$ cat src/rtl/axi_hprd_burst2lite.sv
// ---------------------------------------------------------------------------
// axi_hprd_burst2lite
//   Converts AXI read bursts into a sequence of single-beat AXI4-Lite reads.
//   Each accepted burst is split into arlen+1 Lite reads, with up to P_MAXOUT
//   reads issued but not yet returned. Lite responses come back in order and
//   are passed straight through as burst R beats. Each beat carries the
//   latched burst ID, and RLAST is set on the final beat.
//
// Ports
//   aclk, areset          clock, asynchronous active-high reset
//   s_ar*                 burst read address channel (slave side)
//   s_r*                  burst read data channel (slave side)
//   m_ar*                 Lite read address channel (master side)
//   m_r*                  Lite read data channel (master side)
// ---------------------------------------------------------------------------
module axi_hprd_burst2lite #(
  parameter int P_AXI_IDWIDTH = 5,
  parameter int P_MAXOUT      = 4
) (
  input  logic                     aclk,
  input  logic                     areset,
  input  logic [P_AXI_IDWIDTH-1:0] s_arid,
  input  logic [31:0]              s_araddr,
  input  logic [3:0]               s_arlen,
  input  logic [2:0]               s_arsize,
  input  logic [1:0]               s_arburst,
  input  logic [2:0]               s_arprot,
  input  logic                     s_arvalid,
  output logic                     s_arready,
  output logic [P_AXI_IDWIDTH-1:0] s_rid,
  output logic [63:0]              s_rdata,
  output logic [1:0]               s_rresp,
  output logic                     s_rlast,
  output logic                     s_rvalid,
  input  logic                     s_rready,
  output logic [31:0]              m_araddr,
  output logic [2:0]               m_arprot,
  output logic                     m_arvalid,
  input  logic                     m_arready,
  input  logic [63:0]              m_rdata,
  input  logic [1:0]               m_rresp,
  input  logic                     m_rvalid,
  output logic                     m_rready
);

  typedef enum logic [0:0] {
    ST_IDLE  = 1'b0,
    ST_BURST = 1'b1
  } state_t;

  localparam logic [3:0] MAXOUT_C = P_MAXOUT[3:0];

  state_t                     state_r, state_s;
  logic [P_AXI_IDWIDTH-1:0]   id_r, id_s;
  logic [31:0]                addr_r, addr_s;
  logic [3:0]                 len_r, len_s;
  logic [2:0]                 size_r, size_s;
  logic [1:0]                 burst_r, burst_s;
  logic [2:0]                 prot_r, prot_s;
  logic [4:0]                 iss_cnt_r, iss_cnt_s;   // reaches len+1 (16) when all issued
  logic [3:0]                 ret_cnt_r, ret_cnt_s;
  logic [3:0]                 out_cnt_r, out_cnt_s;
  logic                       arvalid_r, arvalid_s;
  logic                       ar_hs_s;
  logic                       r_hs_s;
  logic                       in_burst_s;
  logic                       last_s;

  // Address of the beat following addr for the given burst geometry.
  function automatic logic [31:0] next_beat_addr(
    input logic [31:0] addr,
    input logic [2:0]  size,
    input logic [3:0]  len,
    input logic [1:0]  burst
  );
    logic [31:0] bytes;
    logic [31:0] wrap_mask;
    logic [31:0] result;
    bytes     = 32'd1 << size;
    wrap_mask = (({28'd0, len} + 32'd1) << size) - 32'd1;
    case (burst)
      2'b00:   result = addr;
      2'b10:   result = (addr & ~wrap_mask) | ((addr + bytes) & wrap_mask);
      default: result = (addr & ~(bytes - 32'd1)) + bytes;  // INCR and reserved 11
    endcase
    return result;
  endfunction

  assign in_burst_s = (state_r == ST_BURST);
  assign ar_hs_s    = arvalid_r & m_arready;
  assign r_hs_s     = in_burst_s & m_rvalid & s_rready;
  assign last_s     = (ret_cnt_r == len_r);

  // Ready is withheld while reset is asserted even though the state reads IDLE.
  assign s_arready = (state_r == ST_IDLE) & ~areset;
  assign s_rid     = id_r;
  assign s_rdata   = m_rdata;
  assign s_rresp   = m_rresp;
  assign s_rlast   = in_burst_s & last_s;
  assign s_rvalid  = in_burst_s & m_rvalid;
  assign m_rready  = in_burst_s & s_rready;
  assign m_araddr  = addr_r;
  assign m_arprot  = prot_r;
  assign m_arvalid = arvalid_r;

  // Next-state, address sequencing and issue/return bookkeeping.
  always_comb begin
    state_s   = state_r;
    id_s      = id_r;
    addr_s    = addr_r;
    len_s     = len_r;
    size_s    = size_r;
    burst_s   = burst_r;
    prot_s    = prot_r;
    iss_cnt_s = iss_cnt_r;
    ret_cnt_s = ret_cnt_r;
    out_cnt_s = out_cnt_r;
    arvalid_s = 1'b0;
    case (state_r)
      ST_IDLE: begin
        if (s_arvalid) begin
          id_s      = s_arid;
          addr_s    = s_araddr;
          len_s     = s_arlen;
          size_s    = s_arsize;
          burst_s   = s_arburst;
          prot_s    = s_arprot;
          iss_cnt_s = 5'd0;
          ret_cnt_s = 4'd0;
          out_cnt_s = 4'd0;
          // At least one beat exists and nothing is outstanding yet.
          arvalid_s = 1'b1;
          state_s   = ST_BURST;
        end else begin
          arvalid_s = 1'b0;
        end
      end
      ST_BURST: begin
        if (ar_hs_s) begin
          addr_s    = next_beat_addr(addr_r, size_r, len_r, burst_r);
          iss_cnt_s = iss_cnt_r + 5'd1;
        end else begin
          addr_s    = addr_r;
        end
        // Simultaneous issue and return cancel; a return with nothing
        // outstanding is not allowed to wrap the counter.
        case ({ar_hs_s, r_hs_s})
          2'b10:   out_cnt_s = out_cnt_r + 4'd1;
          2'b01:   out_cnt_s = (out_cnt_r != 4'd0) ? (out_cnt_r - 4'd1) : out_cnt_r;
          default: out_cnt_s = out_cnt_r;
        endcase
        if (r_hs_s) begin
          ret_cnt_s = ret_cnt_r + 4'd1;
        end else begin
          ret_cnt_s = ret_cnt_r;
        end
        if (r_hs_s && last_s) begin
          state_s   = ST_IDLE;
          arvalid_s = 1'b0;
        end else begin
          // A pending request stays up until accepted.
          arvalid_s = (arvalid_r & ~ar_hs_s) |
                      ((iss_cnt_s <= {1'b0, len_r}) && (out_cnt_s < MAXOUT_C));
        end
      end
      default: begin
        state_s   = ST_IDLE;
        arvalid_s = 1'b0;
      end
    endcase
  end

  // State and datapath registers.
  always_ff @(posedge aclk or posedge areset) begin
    if (areset) begin
      state_r   <= ST_IDLE;
      id_r      <= '0;
      addr_r    <= 32'd0;
      len_r     <= 4'd0;
      size_r    <= 3'd0;
      burst_r   <= 2'd0;
      prot_r    <= 3'd0;
      iss_cnt_r <= 5'd0;
      ret_cnt_r <= 4'd0;
      out_cnt_r <= 4'd0;
      arvalid_r <= 1'b0;
    end else begin
      state_r   <= state_s;
      id_r      <= id_s;
      addr_r    <= addr_s;
      len_r     <= len_s;
      size_r    <= size_s;
      burst_r   <= burst_s;
      prot_r    <= prot_s;
      iss_cnt_r <= iss_cnt_s;
      ret_cnt_r <= ret_cnt_s;
      out_cnt_r <= out_cnt_s;
      arvalid_r <= arvalid_s;
    end
  end

endmodule

$ cat config.mk
export PLATFORM = sky130hd
export DESIGN_NAME = axi_hprd_burst2lite
export DESIGN_NICKNAME = d
export VERILOG_FILES = /design/src/rtl/axi_hprd_burst2lite.sv
export SDC_FILE = /design/constraint.sdc
export NUM_CORES = 1
export LEC_CHECK = 0
export CAP_MARGIN = 20
export CORE_MARGIN = 2
export CORE_UTILIZATION = 47
export CTS_CLUSTER_DIAMETER = 80
export DETAILED_ROUTE_END_ITERATION = 10
export GPL_TIMING_DRIVEN = 0
export MAX_ROUTING_LAYER = met4
export PLACE_DENSITY = 0.93
export SLEW_MARGIN = 20
export SYNTH_ARGS = -nofsm -noshare
export SYNTH_HDL_FRONTEND = slang
export SYNTH_SLANG_ARGS = --single-unit
$ cat constraint.sdc
create_clock -name aclk -period 3.8 [get_ports aclk]
set_input_delay 0.76 -clock aclk [delete_from_list [all_inputs] [get_ports aclk]]
set_output_delay 0.76 -clock aclk [all_outputs]
set_load 0.01 [all_outputs]
# [After elaboration in Yosys (flattened, before gate mapping)]
# Cells that the tools add are included.
[totals] regBits=64
[op_classes] addsub=9 magnitude_cmp=2 n_eq_ne=8 shifts=2 muxes=20 bitwise_logic=17 reduce_logical=7
[op_table] op="one-hot mux 32 bit (2 select lines)" count=2
[op_table] op="bitwise AND 32 bit" count=3
[op_table] op="adder 32 bit" count=2
[op_table] op="two-way mux 32 bit" count=2
[op_table] op="inverter 32 bit" count=2
[op_table] op="subtractor 32 x 1 -> 32 bit, second input constant" count=2
[op_table] op="OR 32 bit" count=1
[op_table] op="<< shifter 1 x 3 -> 32 bit, first input constant" count=1
[op_table] op="<< shifter 5 x 3 -> 32 bit" count=1
[op_table] op="one-hot mux 4 bit (2 select lines)" count=3
[op_table] op="two-way mux 4 bit" count=4
[op_table] op="two-way mux 5 bit" count=3
[op_table] op="one-hot mux 5 bit (2 select lines)" count=1
[op_table] op="adder 4 x 1 -> 4 bit, second input constant" count=2
[op_table] op="bitwise AND 1 bit" count=7
[op_table] op="adder 4 x 1 -> 5 bit, second input constant" count=1
[op_table] op="adder 5 x 1 -> 5 bit, second input constant" count=1
[op_table] op="less-or-equal comparator 5 x 4 -> 1 bit" count=1
[op_table] op="== test 2 bit, second input constant" count=2
[op_table] op="== test 4 bit" count=1
[op_table] op="less-than comparator 4 x 3 -> 1 bit, second input constant" count=1
[op_table] op="!= test 2 x 1 -> 1 bit, second input constant" count=2
[op_table] op="!= test 2 bit, second input constant" count=2
[op_table] op="one-hot mux 1 bit (2 select lines)" count=2
[op_table] op="10 further kinds" count=16

# [Longest topological paths before layout]
# Gate-level depths: netlist (run 1).
[logic_depth] depth_word=10 ltp_mapped=18 mapped_depth_nobuf=15

# [Least setup slack after synthesis (run 1)]
# No wires, ideal clock.
[synth_timing] path_type="register -> register" startpoint="register size_r[2]" endpoint="register with a tool-made name" arrival_ns=3.103 required_time_ns=3.705 setup_slack_ns=0.601 stages_incl_launch_ff=17 n_path_buf=3 synth_period_minus_slack_ns=3.199 cell_sequence="dfrtp_1 buf_4 buf_2 nand2_1 nor2_1 inv_1 ha_1 and2_1 ha_1 a41o_1 a31oi_1 buf_2 a21oi_1 xor2_1 o21ai_0 a31oi_1 o31ai_1"
[synth_rtl] item="start, declared" line_no="57" rtl="logic [2:0] size_r, size_s;"
[synth_rtl] item="start signal, assigned" line_no="192" rtl="size_r <= size_s;"

==> summary.md, run 1 <==
| Metric | Value |
|---|---|
| MaxCap Viol Count | `0` |
| Total grt overflow | `0` |
| Routed length per instance | `18.1 um` |
| Power share of the clock group | `12.6%` |
| Via-to-Cell Ratio | `6.11` |
| Sequential Power Share | `18.2%` |
| Drt first-iter violations | `1199` |
| Main flop type after synthesis | `dfrtp_1` |
| Via Count | `7799` |
| Switch share | `50.5%` |
| Share of cells above drive strength 1 | `14.7%` |
| Synth top cells by count | `139 x nand2_1, 72 x buf_4, 68 x o21ai_0, 64 x dfrtp_1, 62 x nor2_1` |
| CTS tree | `built` |
| Dpl hpwl | `16900 um` |
| Asr flop ratio synth | `100%` |
| Area Growth Syn to Fin | `34.3%` |
| Initial Util | `47.7%` |
| GP Congestion | `1.01` |
| Fmax | `0.269 GHz` |
| Internal power | `3530 uW` |
| Yosys top cell area share | `23.4%` |
| Max Buffers Root-to-Sink | `2` |
| Total leakage power | `0.00369 uW` |
| CTS sink count | `64` |
| CTS Hold Bufs | `0` |
| Initial antenna violation count | `0` |
| Syn Inst Count | `905` |
| Critical Path AT | `3.93 ns` |
| Post-Syn Area | `0.00686 mm^2` |
| Slew margin rel. | `36.3%` |
| ANT nets after route | `0` |
| Startpoint Class | `register` |
| Inserted Diodes | `0` |
| Chip width | `125 um` |
| Filler-free cell count of the finished design | `1276` |
| Syn avg cell area | `7.58 um^2` |
| DIE AREA | `0.0156 mm^2` |
| Final nets | `1236` |
| Yosys warns | `0` |
| Gr usage total | `29.2%` |
| Vias in the first global route | `7167` |
| Crit end category | `register` |
| Period utilization | `97.7%` |
| Worst EP required | `4.02 ns` |
| Root Buffer | `clkbuf_16` |
| Reg clk slew, reported paths | `0.06 ns` |
| Yosys reg bits | `64` |
| Most common cell in the netlist | `nand2_1` |
| Worst Hold End | `s_rid[0]` |
| Routed WL | `23200 um` |
| Worst r2r src | `size_r[1]` |
| NetSw | `3590 uW` |
| Fin area | `0.00921 mm^2` |
| WHS Path Cells | `2` |
| Max-slew violations | `0` |
| Worst Hold Launch | `s_rid[0]` |
| Placed Area | `0.00875 mm^2` |
| Measured slew at the worst slew-check pin | `0.948 ns` |
| Syn Nets | `1054` |
| IO Pins | `232` |
| Clk_skew | `0.00824 ns` |
| CTS H-tree depth | `3` |
| Max VDD drop | `0.000426 V` |
| First-pass GRT wire length | `36100 um` |
| Die Y | `125 um` |
| Combinational Power Share | `69.3%` |
| Post-synth EDFFs | `0` |
| Port Buf Inserts | `164` |
| Num CTS Buffers | `9` |
| Core Footprint | `0.0144 mm^2` |
| Sequential area share after synthesis | `23.4%` |
| FF-to-FF path depth | `16` |
| Area contributors post-synth | `dfrtp_1 23%, buf_4 7.9%, nand2_1 7.6%` |
| DP Cell Count | `1254` |
| Clock Latency Late Sink | `0.35 ns` |
| Synth cell types | `90` |
| DRT Pass-1 Iters | `6` |
| Finish-stage setup viols | `0` |
| Final hold vios | `0` |
| Row cnt | `44` |
| Critical Path Fanout Max | `10` |
| WS Path Type | `register to register` |
| Synth area leader | `dfrtp_1` |
| Post-route minimum period | `3.71 ns` |
| Register-to-Register Setup Slack | `0.09 ns` |
| Outcome | `finished, final reports clean` |
| Hold Crit Class | `register to register` |
| PD cells | `773 mW/mm^2` |
| Largest net degree at the start of global routing | `42` |
| DRC | `0` |
-- timing repair --
item	CTS	global route
buffers inserted	0	6
gates resized for setup	3	22
endpoints found under the setup margin	9	24
pin swaps	0	4
endpoints found under the hold margin	0	0
cloned	0	0
-- layout make-up --
type / instances / area, um^2
fill: 1203 / 5160
multi-input combinational: 688 / 4430
timing repair buffer: 171 / 1710
sequential: 64 / 1600
buffer: 120 / 797
clock buffer: 14 / 284
tap: 184 / 230
inverter: 33 / 130
clock inverter: 2 / 35.0
-- per-layer routing --
metal | GRT usage [%] | share of wire, % | vias up
met4 | 11.0 | 3.4 | 0
met5 | - | 0 | -
met1 | 36.7 | 38 | 3574
met2 | 46.2 | 47 | 598
met3 | 6.23 | 12 | 77
li1 | - | - | 3550
-- metrics by stage --
step / hold WS (ns) / utilization [%] / TNS, ns / worst slack (ns) / power (uW)
after detailed placement: 0.466 / 60.9 / -1.92 / -0.290 / 5960
after global routing: 0.525 / 64.1 / -0.114 / -0.0387 / 7570
after global placement: 0.459 / 60.8 / -1.69 / -0.245 / 5860
after floorplan: 0.483 / - / 0 / 0.601 / 4510
final: 0.488 / 64.1 / 0 / 0.0891 / 7120
after CTS: 0.490 / 63.2 / 0 / 0.0102 / 6890
-- critical path, stage by stage, from the launching register on --
cell	delay, ns
dfrtp_1	0.36
buf_4	0.16
buf_6	0.15
nor3b_4	0.22
inv_1	0.11
ha_1	0.20
buf_2	0.19
inv_2	0.13
and3_1	0.16
a32oi_1	0.11
o41ai_2	0.55
a221o_1	0.31
buf_4	0.19
nand4_1	0.13
xnor2_1	0.18
a221oi_1	0.30
o22ai_1	0.13
-- layout by cell type (no fill, tap or decap), types with 4 or more instances in the layout --
cell,n
a221o_1,5
o31ai_1,4
nand2b_1,4
clkdlybuf4s50_1,164
or3_1,9
xnor2_1,32
nand3_1,24
buf_6,7
a22o_1,4
o221ai_1,11
buf_4,80
o21ai_1,17
xor2_1,30
o21ai_0,68
and2_1,8
nor2b_1,11
nand4_1,14
a31oi_1,13
nand3b_1,4
nor4_1,7
clkbuf_16,9
inv_1,27
nand2_1,138
and4_1,4
ha_1,25
nor3_1,20
nor2_1,60
and3_1,9
o211ai_1,13
a211oi_1,4
o21a_1,4
clkbuf_8,4
o22ai_1,11
clkbuf_1,27
buf_2,10
dfrtp_1,64
nor2_2,4
a21oi_1,45
-- kinds of logic after synthesis --
kind of cell / count (synthesis) / synth area share, %
and+or+nand+nor: 338 / 24.1
AOI/OAI and AO/OA: 251 / 24.3
buffers and inverters: 153 / 13.3
xor gates and xnor gates: 65 / 8.79
DFF: 64 / 23.4
adders and majority gates: 28 / 5.22
muxes: 6 / 0.985
-- how the worst max path moves through the flow --
| stage | from | end | slack, ns | cells after the start |
|---|---|---|---|---|
| 2_1_floorplan | size_r[2] | register | 0.60 | 16 |
| 3_3_place_gp | size_r[2] | register | -0.24 | 14 |
| 3_5_place_dp | size_r[2] | register | -0.29 | 14 |
| 4_1_cts | size_r[0] | register | 0.01 | 12 |
| 5_1_grt | size_r[0] | register | -0.04 | 16 |
| 6_report | size_r[1] | register | 0.09 | 16 |
-- power groups by stage --
stage               Clock [uW]  Sequential (uW)  Combinational (uW)
floorplan                    0             1260                3240
global placement             0             1270                4590
detailed placement           0             1280                4680
CTS                        895             1280                4720
global route               929             1330                5310
finish                     896             1290                4930
(Power assumes the default switching activity.)
==> run 2: changes to the inputs <==
--- a/config.mk
+++ b/config.mk
@@ -6,12 +6,11 @@
 export NUM_CORES = 1
 export LEC_CHECK = 0
-export CAP_MARGIN = 20
 export CORE_MARGIN = 2
-export CORE_UTILIZATION = 47
+export CORE_UTILIZATION = 43
 export CTS_CLUSTER_DIAMETER = 80
 export DETAILED_ROUTE_END_ITERATION = 10
 export GPL_TIMING_DRIVEN = 0
 export MAX_ROUTING_LAYER = met4
-export PLACE_DENSITY = 0.93
+export PLACE_DENSITY = 0.9
 export SLEW_MARGIN = 20
 export SYNTH_ARGS = -nofsm -noshare
==> constraint.sdc (replaced) <==
create_clock -name aclk -period 3.3 [get_ports aclk]
set_input_delay 0.66 -clock aclk [delete_from_list [all_inputs] [get_ports aclk]]
set_output_delay 0.66 -clock aclk [all_outputs]
set_load 0.05 [all_outputs]
==> run 2 against run 1 <==
The flow now finishes with violations (setup timing); routed wire length grew 7.5%; setup slack lost 0.10 ns; sequential power grew 16%; critical path depth shrank 2; highest routed layer unchanged; global-route usage is essentially flat; largest power group unchanged; worst hold slack lost 0.016 ns; non-clock buffer count grew 30.
==> summary.md, run 2 (synthesis gave the netlist of run 1 again) <==
| Metric | Value |
|---|---|
| Post-route minimum period | `3.31 ns` |
| Outcome | `finished with violations` |
| Post-layout util | `62.6%` |
| Area Growth Syn to Fin | `43.5%` |
| Commonest non-fill, non-tap cell in the layout | `clkdlybuf4s50_1` |
| Max Buffers Root-to-Sink | `2` |
| Period utilization | `100%` |
| Critical Path Fanout Max | `8` |
| Inserted Diodes | `0` |
| Max-slew violations | `0` |
| Clock Latency Late Sink | `0.36 ns` |
| WS Path Type | `register to register` |
| Total chip power | `9560 uW` |
| Share of cells above drive strength 1 | `21.2%` |
| Max VDD drop | `0.000762 V` |
| Core Footprint | `0.0157 mm^2` |
| Final hold vios | `0` |
| Die Y | `130 um` |
| Largest net degree at the start of global routing | `39` |
| PD cells | `971 mW/mm^2` |
| CTS sink count | `64` |
| Total leakage power | `0.00389 uW` |
| MaxCap Viol Count | `0` |
| Num CTS Buffers | `9` |
| Critical Path AT | `3.55 ns` |
| Gr usage total | `29.2%` |
| Worst EP required | `3.53 ns` |
| Reg clk slew, reported paths | `0.06 ns` |
| GP Congestion | `1.02` |
| Startpoint Class | `register` |
| Dpl hpwl | `17500 um` |
| FF/Latch Area | `0.00160 mm^2` |
| Chip width | `130 um` |
| Hold Crit Class | `register to register` |
| Root Buffer | `clkbuf_16` |
| Final nets | `1266` |
| Via Count | `7919` |
| DRT Pass-1 Iters | `6` |
| Initial Util | `43.6%` |
| Commonest cells after routing, fill and taps aside | `161 x clkdlybuf4s50_1, 136 x nand2_1, 104 x buf_4, 64 x dfrtp_1, 61 x o21ai_0` |
| Via-to-Cell Ratio | `5.92` |
| Final WS setup | `-0.0130 ns` |
| Port Buf Inserts | `164` |
| Slew margin rel. | `45.4%` |
| First-pass GRT wire length | `37800 um` |
| Measured slew at the worst slew-check pin | `0.819 ns` |
| Failing checks | `setup timing` |
| DIE AREA | `0.0170 mm^2` |
| Fmax | `0.302 GHz` |
| CTS H-tree depth | `3` |
| IO Pins | `232` |
| Crit end category | `register` |
| Routed length per instance | `18.6 um` |
| CTS Hold Bufs | `0` |
| Setup TNS Final | `-0.0257 ns` |
| DRC | `0` |
| Initial antenna violation count | `0` |
| ANT nets after route | `0` |
| CTS tree | `built` |
| Unrepaired setup endpoints after global routing | `yes` |
| Finish-stage setup viols | `2` |
| Clk_skew | `0.0135 ns` |
| Vias in the first global route | `7449` |
| Total grt overflow | `0` |
| Routed WL | `24900 um` |
| Drt first-iter violations | `889` |
| Fillers | `1358` |
| Multi-input logic area | `0.00474 mm^2` |
| Row cnt | `46` |
-- run 2: cell count changes in the layout (fill, tap and decap cells not counted), moves of 4 or more --
cell      change
o21ai_1       +5
buf_8         +4
ha_4          +4
buf_4        +24
nor2_1        -5
nor4_1        -4
buf_6         +4
o21ai_0       -7
nor3_1        -6
clkbuf_2      +4
nor3_2        +6
a21oi_1       -4
-- run 2: power by group --
group	internal [uW]	switching, uW
combinational	2690	4380
sequential	1090	405
clock	604	386
-- run 2: stage by stage --
stage	setup WS (ns)	instances	cell area (um^2)	hold slack (ns)
2_1_floorplan	0.101	905	6860	0.483
3_3_place_gp	-0.775	1285	8770	0.460
3_5_place_dp	-0.788	1286	8790	0.463
4_1_cts	0.00447	1321	9480	0.476
5_1_grt	-0.177	1338	9840	0.511
6_report	-0.0130	1338	9840	0.473
-- run 2: what timing repair did --
action / 4_1_cts / 5_1_grt
buffers inserted: 17 / 19
gates resized for setup: 60 / 64
endpoints found under the hold margin: 0 / 0
setup endpoints to repair: 27 / 28
pin swaps: 15 / 42
gates cloned: 2 / 0
-- run 2: worst max-delay path: stages, from the launching register on --
cell	delay (ns)
dfrtp_1	0.39
buf_6	0.14
buf_12	0.12
nor3b_4	0.21
inv_2	0.08
ha_4	0.20
nor4bb_2	0.30
a21oi_1	0.13
a221oi_2	0.42
nand3_2	0.23
a2111oi_4	0.43
xor2_1	0.20
o221ai_1	0.15
o21ai_1	0.12
o21ai_1	0.07
-- run 2: area by class of cell --
cell class | count | share of cell area [%]
multi-input cells | 688 | 48.1
repair buffers | 202 | 19.8
flip-flops and latches | 64 | 16.3
plain buffers | 119 | 8.66
well taps | 216 | 2.75
clock buffers | 11 | 2.47
inverters | 33 | 1.39
clock inverters | 5 | 0.572
-- run 2: final timing paths --
path | startpoint | endpoint | slack [ns] | depth (start not counted)
worst min register to register | s_rid[1] | s_rid[1] | 0.47 | 2
worst max register to register | size_r[2] | register | -0.01 | 14
max in group asynchronous | areset | asynchronous set/reset pin | 2.10 | 3
worst min-delay path | s_rid[1] | s_rid[1] | 0.47 | 2
worst max-delay path | size_r[2] | register | -0.01 | 14
min in group asynchronous | areset | m_arvalid | 0.66 | 2
-- run 2: routing by layer --
layer	track usage, %	vias up	wire length, um
met5	-	-	0
met4	13.1	0	1070
li1	-	3608	-
met2	47.1	542	11600
met1	35.7	3659	9440
met3	5.25	110	2740
